**src/rtl/lock_pkg.sv**
```systemverilog
// lock_pkg: shared types, constants and helpers for the door-lock configuration path.
//   pinPac_t   - one PIN: enable status plus four BCD digits (digit1 leftmost)
//   setupPac_t - full lock configuration edited by the setup menu
//   bcdPac_t   - six display digits, BCD0 rightmost
//   state_t    - setup menu states; the encoding equals the step number shown to the user
package lock_pkg;

    typedef struct packed {
        logic       status;
        logic [3:0] digit1;
        logic [3:0] digit2;
        logic [3:0] digit3;
        logic [3:0] digit4;
    } pinPac_t;

    typedef struct packed {
        logic       bip_status;
        logic [6:0] bip_time;
        logic [6:0] tranca_aut_time;
        pinPac_t    pin1;
        pinPac_t    pin2;
        pinPac_t    pin3;
        pinPac_t    pin4;
    } setupPac_t;

    typedef struct packed {
        logic [3:0] BCD0;
        logic [3:0] BCD1;
        logic [3:0] BCD2;
        logic [3:0] BCD3;
        logic [3:0] BCD4;
        logic [3:0] BCD5;
    } bcdPac_t;

    localparam logic [3:0] KEY_CONFIRM = 4'hF;
    localparam logic [3:0] BCD_BLANK   = 4'hF;
    localparam logic [6:0] TIME_MIN    = 7'd5;
    localparam logic [6:0] TIME_MAX    = 7'd60;

    // Encoding doubles as the step number n displayed on BCD5:BCD4.
    typedef enum logic [3:0] {
        IDLE        = 4'd0,
        ATIVAR_BIP  = 4'd1,
        BIP_TIME    = 4'd2,
        TRANCA_TIME = 4'd3,
        PIN1        = 4'd4,
        ATIVAR_PIN2 = 4'd5,
        PIN2        = 4'd6,
        ATIVAR_PIN3 = 4'd7,
        PIN3        = 4'd8,
        ATIVAR_PIN4 = 4'd9,
        PIN4        = 4'd10,
        FIM         = 4'd11
    } state_t;

    // Two BCD digits to a time value, clamped to the legal range.
    function automatic logic [6:0] time_from_digits(input logic [3:0] tens,
                                                    input logic [3:0] units);
        logic [7:0] value;
        value = ({4'd0, tens} * 8'd10) + {4'd0, units};
        if (value < {1'b0, TIME_MIN}) begin
            return TIME_MIN;
        end else if (value > {1'b0, TIME_MAX}) begin
            return TIME_MAX;
        end else begin
            return value[6:0];
        end
    endfunction

    // A confirmed PIN is always enabled.
    function automatic pinPac_t pin_from_digits(input logic [3:0] d1, input logic [3:0] d2,
                                                input logic [3:0] d3, input logic [3:0] d4);
        pinPac_t p;
        p.status = 1'b1;
        p.digit1 = d1;
        p.digit2 = d2;
        p.digit3 = d3;
        p.digit4 = d4;
        return p;
    endfunction

endpackage

```
**src/rtl/setup_ctrl_bin2bcd.sv**
```systemverilog
// bin2bcd_2digit: combinational 7-bit binary (0..99) to two BCD digits.
//   bin_in - binary value; anything above 99 saturates to 99
//   tens   - tens digit
//   units  - units digit
module bin2bcd_2digit (
    input  logic [6:0] bin_in,
    output logic [3:0] tens,
    output logic [3:0] units
);

    // Divide by ten; saturate so an out-of-range stored time still shows valid digits.
    always_comb begin
        if (bin_in > 7'd99) begin
            tens  = 4'd9;
            units = 4'd9;
        end else begin
            tens  = 4'(bin_in / 7'd10);
            units = 4'(bin_in % 7'd10);
        end
    end

endmodule

```
**src/rtl/setup_ctrl.sv**
```systemverilog
// setup_ctrl: keypad-driven configuration menu for the door lock.
//   clk, rst        - clock (rising edge) and asynchronous active-high reset
//   key_valid       - one-cycle strobe qualifying key_code
//   key_code        - 0..9 digits, 0xF confirm, 0xA..0xE ignored
//   setup_on        - request to enter the menu, honoured only in IDLE
//   data_setup_old  - current configuration, copied in on entry
//   data_setup_new  - registered working copy of the configuration
//   bcd_out         - six display digits, decoded from registered state
//   bcd_enable      - display enable, high outside IDLE
//   setup_end       - one-cycle pulse while in FIM
module setup_ctrl
    import lock_pkg::*;
(
    input  logic      clk,
    input  logic      rst,
    input  logic      key_valid,
    input  logic [3:0] key_code,
    input  logic      setup_on,
    input  setupPac_t data_setup_old,
    output setupPac_t data_setup_new,
    output bcdPac_t   bcd_out,
    output logic      bcd_enable,
    output logic      setup_end
);

    state_t    state_q, state_d;
    setupPac_t data_q, data_d;
    // Entry buffer: toggle uses buf4, time uses buf3:buf4 (tens:units), PIN uses buf1..buf4.
    logic [3:0] buf1_q, buf2_q, buf3_q, buf4_q;
    logic [3:0] buf1_d, buf2_d, buf3_d, buf4_d;
    logic       is_digit, is_confirm;
    logic [6:0] time_bin;
    logic [3:0] time_tens, time_units;
    logic [3:0] step;

    assign is_digit   = key_valid && (key_code <= 4'd9);
    assign is_confirm = key_valid && (key_code == KEY_CONFIRM);

    // Preload source for time states: the field of the state being entered.
    assign time_bin = (state_d == TRANCA_TIME) ? data_d.tranca_aut_time : data_d.bip_time;

    bin2bcd_2digit u_bin2bcd (
        .bin_in (time_bin),
        .tens   (time_tens),
        .units  (time_units)
    );

    // Next state and working-copy update on confirm.
    always_comb begin
        state_d = state_q;
        data_d  = data_q;
        case (state_q)
            IDLE: begin
                if (setup_on) begin
                    data_d  = data_setup_old;
                    state_d = ATIVAR_BIP;
                end else begin
                    state_d = IDLE;
                end
            end
            ATIVAR_BIP: begin
                if (is_confirm) begin
                    data_d.bip_status = buf4_q[0];
                    state_d = BIP_TIME;
                end else begin
                    state_d = ATIVAR_BIP;
                end
            end
            BIP_TIME: begin
                if (is_confirm) begin
                    data_d.bip_time = time_from_digits(buf3_q, buf4_q);
                    state_d = TRANCA_TIME;
                end else begin
                    state_d = BIP_TIME;
                end
            end
            TRANCA_TIME: begin
                if (is_confirm) begin
                    data_d.tranca_aut_time = time_from_digits(buf3_q, buf4_q);
                    state_d = PIN1;
                end else begin
                    state_d = TRANCA_TIME;
                end
            end
            PIN1: begin
                if (is_confirm) begin
                    data_d.pin1 = pin_from_digits(buf1_q, buf2_q, buf3_q, buf4_q);
                    state_d = ATIVAR_PIN2;
                end else begin
                    state_d = PIN1;
                end
            end
            ATIVAR_PIN2: begin
                if (is_confirm) begin
                    data_d.pin2.status = buf4_q[0];
                    state_d = buf4_q[0] ? PIN2 : ATIVAR_PIN3;
                end else begin
                    state_d = ATIVAR_PIN2;
                end
            end
            PIN2: begin
                if (is_confirm) begin
                    data_d.pin2 = pin_from_digits(buf1_q, buf2_q, buf3_q, buf4_q);
                    state_d = ATIVAR_PIN3;
                end else begin
                    state_d = PIN2;
                end
            end
            ATIVAR_PIN3: begin
                if (is_confirm) begin
                    data_d.pin3.status = buf4_q[0];
                    state_d = buf4_q[0] ? PIN3 : ATIVAR_PIN4;
                end else begin
                    state_d = ATIVAR_PIN3;
                end
            end
            PIN3: begin
                if (is_confirm) begin
                    data_d.pin3 = pin_from_digits(buf1_q, buf2_q, buf3_q, buf4_q);
                    state_d = ATIVAR_PIN4;
                end else begin
                    state_d = PIN3;
                end
            end
            ATIVAR_PIN4: begin
                if (is_confirm) begin
                    data_d.pin4.status = buf4_q[0];
                    state_d = buf4_q[0] ? PIN4 : FIM;
                end else begin
                    state_d = ATIVAR_PIN4;
                end
            end
            PIN4: begin
                if (is_confirm) begin
                    data_d.pin4 = pin_from_digits(buf1_q, buf2_q, buf3_q, buf4_q);
                    state_d = FIM;
                end else begin
                    state_d = PIN4;
                end
            end
            FIM:     state_d = IDLE;
            default: state_d = IDLE;
        endcase
    end

    // Entry buffer: preload from the updated working copy on a state change, else shift digits in.
    always_comb begin
        buf1_d = buf1_q;
        buf2_d = buf2_q;
        buf3_d = buf3_q;
        buf4_d = buf4_q;
        if (state_d != state_q) begin
            case (state_d)
                ATIVAR_BIP:  buf4_d = {3'b000, data_d.bip_status};
                ATIVAR_PIN2: buf4_d = {3'b000, data_d.pin2.status};
                ATIVAR_PIN3: buf4_d = {3'b000, data_d.pin3.status};
                ATIVAR_PIN4: buf4_d = {3'b000, data_d.pin4.status};
                BIP_TIME, TRANCA_TIME: begin
                    buf3_d = time_tens;
                    buf4_d = time_units;
                end
                PIN1: {buf1_d, buf2_d, buf3_d, buf4_d} = {data_d.pin1.digit1, data_d.pin1.digit2,
                                                          data_d.pin1.digit3, data_d.pin1.digit4};
                PIN2: {buf1_d, buf2_d, buf3_d, buf4_d} = {data_d.pin2.digit1, data_d.pin2.digit2,
                                                          data_d.pin2.digit3, data_d.pin2.digit4};
                PIN3: {buf1_d, buf2_d, buf3_d, buf4_d} = {data_d.pin3.digit1, data_d.pin3.digit2,
                                                          data_d.pin3.digit3, data_d.pin3.digit4};
                PIN4: {buf1_d, buf2_d, buf3_d, buf4_d} = {data_d.pin4.digit1, data_d.pin4.digit2,
                                                          data_d.pin4.digit3, data_d.pin4.digit4};
                default: buf4_d = buf4_q;
            endcase
        end else if (is_digit) begin
            case (state_q)
                ATIVAR_BIP, ATIVAR_PIN2, ATIVAR_PIN3, ATIVAR_PIN4: begin
                    if (key_code <= 4'd1) begin
                        buf4_d = key_code;
                    end else begin
                        buf4_d = buf4_q;
                    end
                end
                BIP_TIME, TRANCA_TIME: begin
                    buf3_d = buf4_q;
                    buf4_d = key_code;
                end
                PIN1, PIN2, PIN3, PIN4: begin
                    buf1_d = buf2_q;
                    buf2_d = buf3_q;
                    buf3_d = buf4_q;
                    buf4_d = key_code;
                end
                default: buf4_d = buf4_q;
            endcase
        end else begin
            buf4_d = buf4_q;
        end
    end

    // Menu state register.
    always_ff @(posedge clk or posedge rst) begin
        if (rst) begin
            state_q <= IDLE;
        end else begin
            state_q <= state_d;
        end
    end

    // Working copy and entry buffer registers.
    always_ff @(posedge clk or posedge rst) begin
        if (rst) begin
            data_q <= '0;
            buf1_q <= 4'd0;
            buf2_q <= 4'd0;
            buf3_q <= 4'd0;
            buf4_q <= 4'd0;
        end else begin
            data_q <= data_d;
            buf1_q <= buf1_d;
            buf2_q <= buf2_d;
            buf3_q <= buf3_d;
            buf4_q <= buf4_d;
        end
    end

    assign step = state_q;

    // Display decode from registered state and buffer.
    always_comb begin
        bcd_out = '0;
        if (step >= 4'd10) begin
            bcd_out.BCD5 = 4'd1;
            bcd_out.BCD4 = step - 4'd10;
        end else begin
            bcd_out.BCD5 = 4'd0;
            bcd_out.BCD4 = step;
        end
        case (state_q)
            ATIVAR_BIP, ATIVAR_PIN2, ATIVAR_PIN3, ATIVAR_PIN4: begin
                bcd_out.BCD3 = BCD_BLANK;
                bcd_out.BCD2 = BCD_BLANK;
                bcd_out.BCD1 = BCD_BLANK;
                bcd_out.BCD0 = buf4_q;
            end
            BIP_TIME, TRANCA_TIME: begin
                bcd_out.BCD3 = BCD_BLANK;
                bcd_out.BCD2 = BCD_BLANK;
                bcd_out.BCD1 = buf3_q;
                bcd_out.BCD0 = buf4_q;
            end
            PIN1, PIN2, PIN3, PIN4: begin
                bcd_out.BCD3 = buf1_q;
                bcd_out.BCD2 = buf2_q;
                bcd_out.BCD1 = buf3_q;
                bcd_out.BCD0 = buf4_q;
            end
            default: bcd_out = '0;
        endcase
    end

    assign data_setup_new = data_q;
    assign bcd_enable     = (state_q != IDLE);
    assign setup_end      = (state_q == FIM);

endmodule

```
**config.mk**
```make
export PLATFORM = sky130hd
export DESIGN_NAME = setup_ctrl
export DESIGN_NICKNAME = d
export VERILOG_FILES = /design/src/rtl/lock_pkg.sv /design/src/rtl/setup_ctrl_bin2bcd.sv /design/src/rtl/setup_ctrl.sv
export SDC_FILE = /design/constraint.sdc
export NUM_CORES = 1
export LEC_CHECK = 0
export ABC_AREA = 1
export CORE_MARGIN = 1.5
export CORE_UTILIZATION = 48
export CTS_BUF_LIST = sky130_fd_sc_hd__clkbuf_16
export CTS_CLUSTER_DIAMETER = 100
export DETAILED_ROUTE_END_ITERATION = 7
export PLACE_DENSITY = 0.81
export SLEW_MARGIN = 20
export SYNTH_ARGS = -nofsm -noshare
export SYNTH_HDL_FRONTEND = slang
export SYNTH_SLANG_ARGS = --single-unit
export TNS_END_PERCENT = 5
```
**constraint.sdc**
```tcl
create_clock -name clk -period 5.1 [get_ports clk]
set_input_delay 1.02 -clock clk [delete_from_list [all_inputs] [get_ports clk]]
set_output_delay 1.02 -clock clk [all_outputs]
set_load 0.01 [all_outputs]
```
; ---- After elaboration in Yosys (flattened, before gate mapping)
; Index checks and enable logic that the tools add are counted.
[word_totals]
register_bits = 103
inputBits = 91
out_inout_bits = 109
[op_classes]
addsub = 2
n_mul = 1
div = 2
order_cmp = 6
eq_ne = 29
mux = 61
n_reduce_logical = 19
[op_table]
columns = op, n
row1 = case mux 16 bit (2 select lines), 3
row2 = 2-to-1 mux 83 bit, 1
row3 = 2-to-1 mux 17 bit, 4
row4 = 2-to-1 mux 4 bit, 15
row5 = case mux 16 bit (3 select lines), 1
row6 = case mux 4 bit (11 select lines), 1
row7 = case mux 4 bit (9 select lines), 1
row8 = 2-to-1 mux 7 bit, 5
row9 = case mux 17 bit (2 select lines), 1
row10 = equality test 4 x 3 -> 1 bit (second input constant), 8
row11 = equality test 4 bit (second input constant), 8
row12 = case mux 4 bit (4 select lines), 2
row13 = case mux 7 bit (2 select lines), 2
row14 = case mux 4 bit (5 select lines), 1
row15 = equality test 4 x 2 -> 1 bit (second input constant), 4
row16 = 2-to-1 mux 8 bit, 2
row17 = 2-to-1 mux 1 bit, 13
row18 = inequality test 10 x 1 -> 1 bit (second input constant), 1
row19 = OR reduction 10 bit, 1
row20 = case mux 1 bit (3 select lines), 3
row21 = AND reduction 3 bit, 3
row22 = adder 8 x 4 -> 8 bit, 1
row23 = equality test 4 x 1 -> 1 bit (second input constant), 2
row24 = greater-than comparator 8 x 6 -> 1 bit (second input constant), 1
row25 = 27 further kinds, 36

; ---- Longest topological paths before layout
[depth]
word_depth = 12
depth_mapped = 31
ltp_nobuf = 31

; ---- Hierarchy
; A second synthesis with hierarchy kept.
[hier_totals]
cells_unflattened = 1043
area_unflattened_um2 = 7113.1
[by_module_without_submodules]
columns = mod, instances, cells_each, area_each_um2
row1 = setup_ctrl, 1, 969, 6771.5
row2 = bin2bcd_2digit, 1, 74, 341.6

; ---- Worst setup path before layout
; Ideal clock, no wire load.
[synth_path]
kind = register to register
from = register buf3_q[3]
to = register buf4_q[2]
arrival_time_ns = 3.446
required_ns = 4.978
path_slack_ns = 1.533
path_stages_with_launch = 31
path_buffers = 0
period_less_slack_ns = 3.567
cell_sequence = dfrtp_1 -> ha_1 -> ha_1 -> fa_1 -> nand2_1 -> inv_1 -> nand3_1 -> nand2_1 -> nand2_1 -> nand2_1 -> nand2_1 -> o21ai_0 -> nand3_1 -> nand2_1 -> nand2_1 -> inv_2 -> nand2_1 -> nand2_2 -> nand2_2 -> nand2_2 -> nand3_2 -> nand2_2 -> nand2_1 -> a21oi_2 -> nand2_2 -> nand2_1 -> nand2_1 -> nand3_1 -> nand2_1 -> nand2_1 -> a21oi_2
[synth_rtl]
columns = item, line_no
row1 = start: declaration, setup_ctrl.sv:29  ; logic [3:0] buf1_q, buf2_q, buf3_q, buf4_q;
row2 = start signal: assignment, setup_ctrl.sv:219  ; buf3_q <= buf3_d;
row3 = end signal: assignment, setup_ctrl.sv:220  ; buf4_q <= buf4_d;
row4 = end: declaration, setup_ctrl.sv:29

; ---- Final worst setup path
[layout_path]
from = input port key_code[2]
to = register buf3_q[0]
[layout_between]
elab_chain_len = 10
[layout_lines]
columns = item, line_no
row1 = start: declaration, setup_ctrl.sv:17  ; input logic [3:0] key_code,
row2 = equality test 4 bit, setup_ctrl.sv:37  ; assign is_confirm = key_valid && (key_code == KEY_CONFIRM);
row3 = logical AND 1 bit, setup_ctrl.sv:37
row4 = 2-to-1 mux 1 bit (tied with other cells), --
row5 = case mux 4 bit (11 select lines), setup_ctrl.sv:52  ; case (state_q)
row6 = equality test 4 x 2 -> 1 bit, "setup_ctrl.sv:40, setup_ctrl.sv:153"
row7 = 2-to-1 mux 7 bit, setup_ctrl.sv:40  ; assign time_bin = (state_d == TRANCA_TIME) ? data_d.tranca_aut_time : data_d.bip_time;
row8 = divider 7 x 4 -> 7 bit / greater-than comparator 7 bit (equally long branches), "setup_ctrl_bin2bcd.sv:17, setup_ctrl_bin2bcd.sv:13"
row9 = 2-to-1 mux 4 bit, setup_ctrl_bin2bcd.sv:13  ; if (bin_in > 7'd99) begin
row10 = case mux 4 bit (5 select lines), setup_ctrl.sv:153  ; case (state_d)
row11 = 2-to-1 mux 4 bit, setup_ctrl.sv:152  ; if (state_d != state_q) begin
; Several ways; a longest one is shown, not always the timed one. The select of a mux whose other input is x is not followed.
; A chain may end at the register's enable or synchronous reset.

==> results.sh <==
export IMPL_cp_num_buf_inv=1
export IMPL_grt_max_degree=72
export IMPL_ys_types=50
export IMPL_start_util=0.4883
export IMPL_ctsResizeCount=0
export IMPL_synthToLayoutAreaGrowth_pct=36.48
export IMPL_drive_gt1_frac=0.08409
export IMPL_cp_depth=28
export IMPL_crit_type="in2reg"
export IMPL_cts_tree="built"
export IMPL_postCtsSetupBuffers=0
export IMPL_endpoint="buf3_q[0]$_DFFE_PP0P_"
export IMPL_start_kind="primary input"
export IMPL_track_usage=0.3361
export IMPL_cpLargestDelayFamily="simple AND/OR/NAND/NOR gates"
export IMPL_end_kind="register"
export IMPL_rsz0062_at_grt="false"
export IMPL_remaining_drc_errors=0
export IMPL_pre_cts_ws_ps=549.2
export IMPL_dp_cells=1273
export IMPL_ir_drop_v=0.0003332
export IMPL_overflow=0
export IMPL_dieArea_um2=14730
export IMPL_yosysTopAreaCell="dfrtp_1"
export IMPL_core_area_um2=13770
export IMPL_viasPerCell=5.845
export IMPL_worst_pin_slew_ps=805.6
export IMPL_fin_nets=1205
export IMPL_antenna_found_initial=1
export IMPL_synth_avg_cell_area_um2=7.366
export IMPL_async_flop_share=1.000
export IMPL_final_core_util=0.6664
export IMPL_die_h_um=121.4
export IMPL_cp_startpoint="key_code[2]"
export IMPL_ys_seq_area_frac=0.3833
export IMPL_synthCells=913
export IMPL_cts_sinks=103
export IMPL_drtAntennaViolNets=0
export IMPL_crit_slowest_cell="clkdlybuf4s50_1"
export IMPL_grt_pass1_vias=7198
export IMPL_dpl_hpwl_um=18150
export IMPL_num_rows=43
export IMPL_yosys_warnings=0
export IMPL_synth_seq_cells=103
export IMPL_reg2reg_depth=26
export IMPL_instances_no_fill=1287
export IMPL_cts_root_buf="clkbuf_16"
export IMPL_io_buffers=196
export IMPL_leakage_nw=4.080
export IMPL_cts_max_path_buffers=2
export IMPL_dr_pass1_iters=6
export IMPL_synth_ff_type="dfrtp_1"
export IMPL_route_detailed_wl_per_inst_um=18.96
export IMPL_critical_path_max_stage_delay_ps=560
export IMPL_r2r_setup_slack_ps=950
export IMPL_cp_required_ps=5330
export IMPL_yosys_top_cells_area="dfrtp_1 (38%), nand2_1 (15%), o211ai_1 (7.1%)"
export IMPL_hp_class="reg2reg"
export IMPL_synth_edf_count=0
export IMPL_dr_first_iter_drc_count=931
export IMPL_via_count=7522
export IMPL_cts_max_level=3
export IMPL_layout_setup_ws_ps=835.7
export IMPL_grt_pass1_wl_um=38280
export IMPL_regToRegStartpoint="buf3_q[1]$_DFFE_PP0P_"
export IMPL_path_clk_slew_ps=70
export IMPL_synth_top_area_share=0.3833
export IMPL_clk_latency_ps=360
export IMPL_maxCapViolations=0
export IMPL_ios=200
export IMPL_crit_fanout=8
export IMPL_hold_path_depth=2
export IMPL_critPathMostFrequentCell="nand2_2"
export IMPL_max_freq_mhz=234.5
export IMPL_die_w_um=121.4
export IMPL_cts_hold_buf=0
export IMPL_drt_total_wl_um=24400
export IMPL_status="completed"
export IMPL_yosysMostFrequentCell="nand2_1"
export IMPL_setup_viol=0
export IMPL_r2r_end="buf3_q[0]$_DFFE_PP0P_"
export IMPL_hold_viol=0
export IMPL_cts_made_buffers=9
export IMPL_tns_ps=0
export IMPL_synth_commonest_cells="nand2_1 (265), dfrtp_1 (103), inv_1 (93), nor2_1 (82), o211ai_1 (64)"
export IMPL_power_density_nw_per_um2=725.5
export IMPL_final_setup_skew_ps=10.01
export IMPL_place_congestion=0.9479
export IMPL_crit_arrival_ps=4500
export IMPL_finalMaxSlewViolations=0
export IMPL_fin_crit_ps=4264
export IMPL_netlist_area_um2=6725
export IMPL_slew_limit_headroom=0.4629
export IMPL_min_period_over_period=0.8361
-- power breakdown --
part / total [mW] / internal, mW / switching [mW]
Clock: 0.692 / 0.372 / 0.320
Combinational: 4.49 / 1.76 / 2.73
Sequential: 1.47 / 1.19 / 0.288
Total: 6.66 / 3.32 / 3.34
-- registers in the layout, indices dropped and copies added (netlist names) --
signal	count
buf1_q	4
buf2_q	4
buf3_q	4
buf4_q	4
data_setup_new	83
state_q	4
-- kinds of logic (layout without fill, tap and decap cells) --
| kind of cell | Yosys count | count (layout) | share of synthesized area |
|---|---|---|---|
| simple gates | 468 | 468 | 0.3176 |
| flops | 103 | 103 | 0.3833 |
| other cells | 1 | 4 | 0.0005576 |
| xor+xnor | 2 | 2 | 0.002605 |
| compound gates | 188 | 188 | 0.1927 |
| fa+ha+maj | 10 | 10 | 0.02084 |
| buf+inv | 141 | 332 | 0.08242 |
-- area by class of cell --
class	instances	area [um2]
fillers	1211	4594
clock buffers	9	225.2
multi-input cells	671	3611
repair buffers	210	2067
flip-flops and latches	103	2577
well taps	180	225.2
clock inverters	4	50.05
inverters	109	420.4
diodes	1	2.502
-- through the flow --
stage,hold slack (ps),power (mW),area (um2)
after floorplan,505.1,4.176,6733
after global placement,476.5,5.822,8901
after detailed placement,485.4,5.873,8901
after CTS,506.1,6.592,9176
after global routing,518.9,7.179,9179
final,510.4,6.659,9179
-- worst min path at each step --
stage | end | slack [ps] | from
3_5_place_dp | data_setup_new[57]$_DFF_PP0_ | 490 | data_setup_new[57]$_DFF_PP0_
6_report | data_setup_new[57]$_DFF_PP0_ | 510 | data_setup_new[57]$_DFF_PP0_
3_3_place_gp | data_setup_new[57]$_DFF_PP0_ | 480 | data_setup_new[57]$_DFF_PP0_
2_1_floorplan | buf1_q[1]$_DFFE_PP0P_ | 510 | buf2_q[1]$_DFFE_PP0P_
4_1_cts | data_setup_new[57]$_DFF_PP0_ | 510 | data_setup_new[57]$_DFF_PP0_
5_1_grt | data_setup_new[57]$_DFF_PP0_ | 520 | data_setup_new[57]$_DFF_PP0_
-- placed cells by master (no fill, tap or decap), drive strengths merged, types with 2 or more instances in the layout --
cell             n
clkbuf           9
o21ai           48
dfrtp          103
clkdlybuf4s50  196
xor2             2
nand4           16
clkinv           3
nand3b           6
buf             14
o211ai          64
a21oi           19
nand2          291
fa               2
conb             3
nor3            13
o2111ai          3
inv            108
a31oi            4
nand3           49
a221oi          18
o22ai            2
a22oi           20
nor2            90
ha               8
a22o             4
-- worst min-delay path, cell delays in order (launching register included) --
cell and delay (ps):
dfrtp_1 360, a21oi_1 80, inv_1 50
-- metal layers --
metal | wire length, um | track usage | vias to the layer above
li1 | - | - | 3466
met1 | 9788 | 0.4562 | 3489
met2 | 11220 | 0.5438 | 493
met3 | 2532 | 0.04887 | 74
met4 | 862 | 0.1272 | 0
met5 | 0 | 0 | -
No activity file was read; power rests on OpenSTA's default activity.
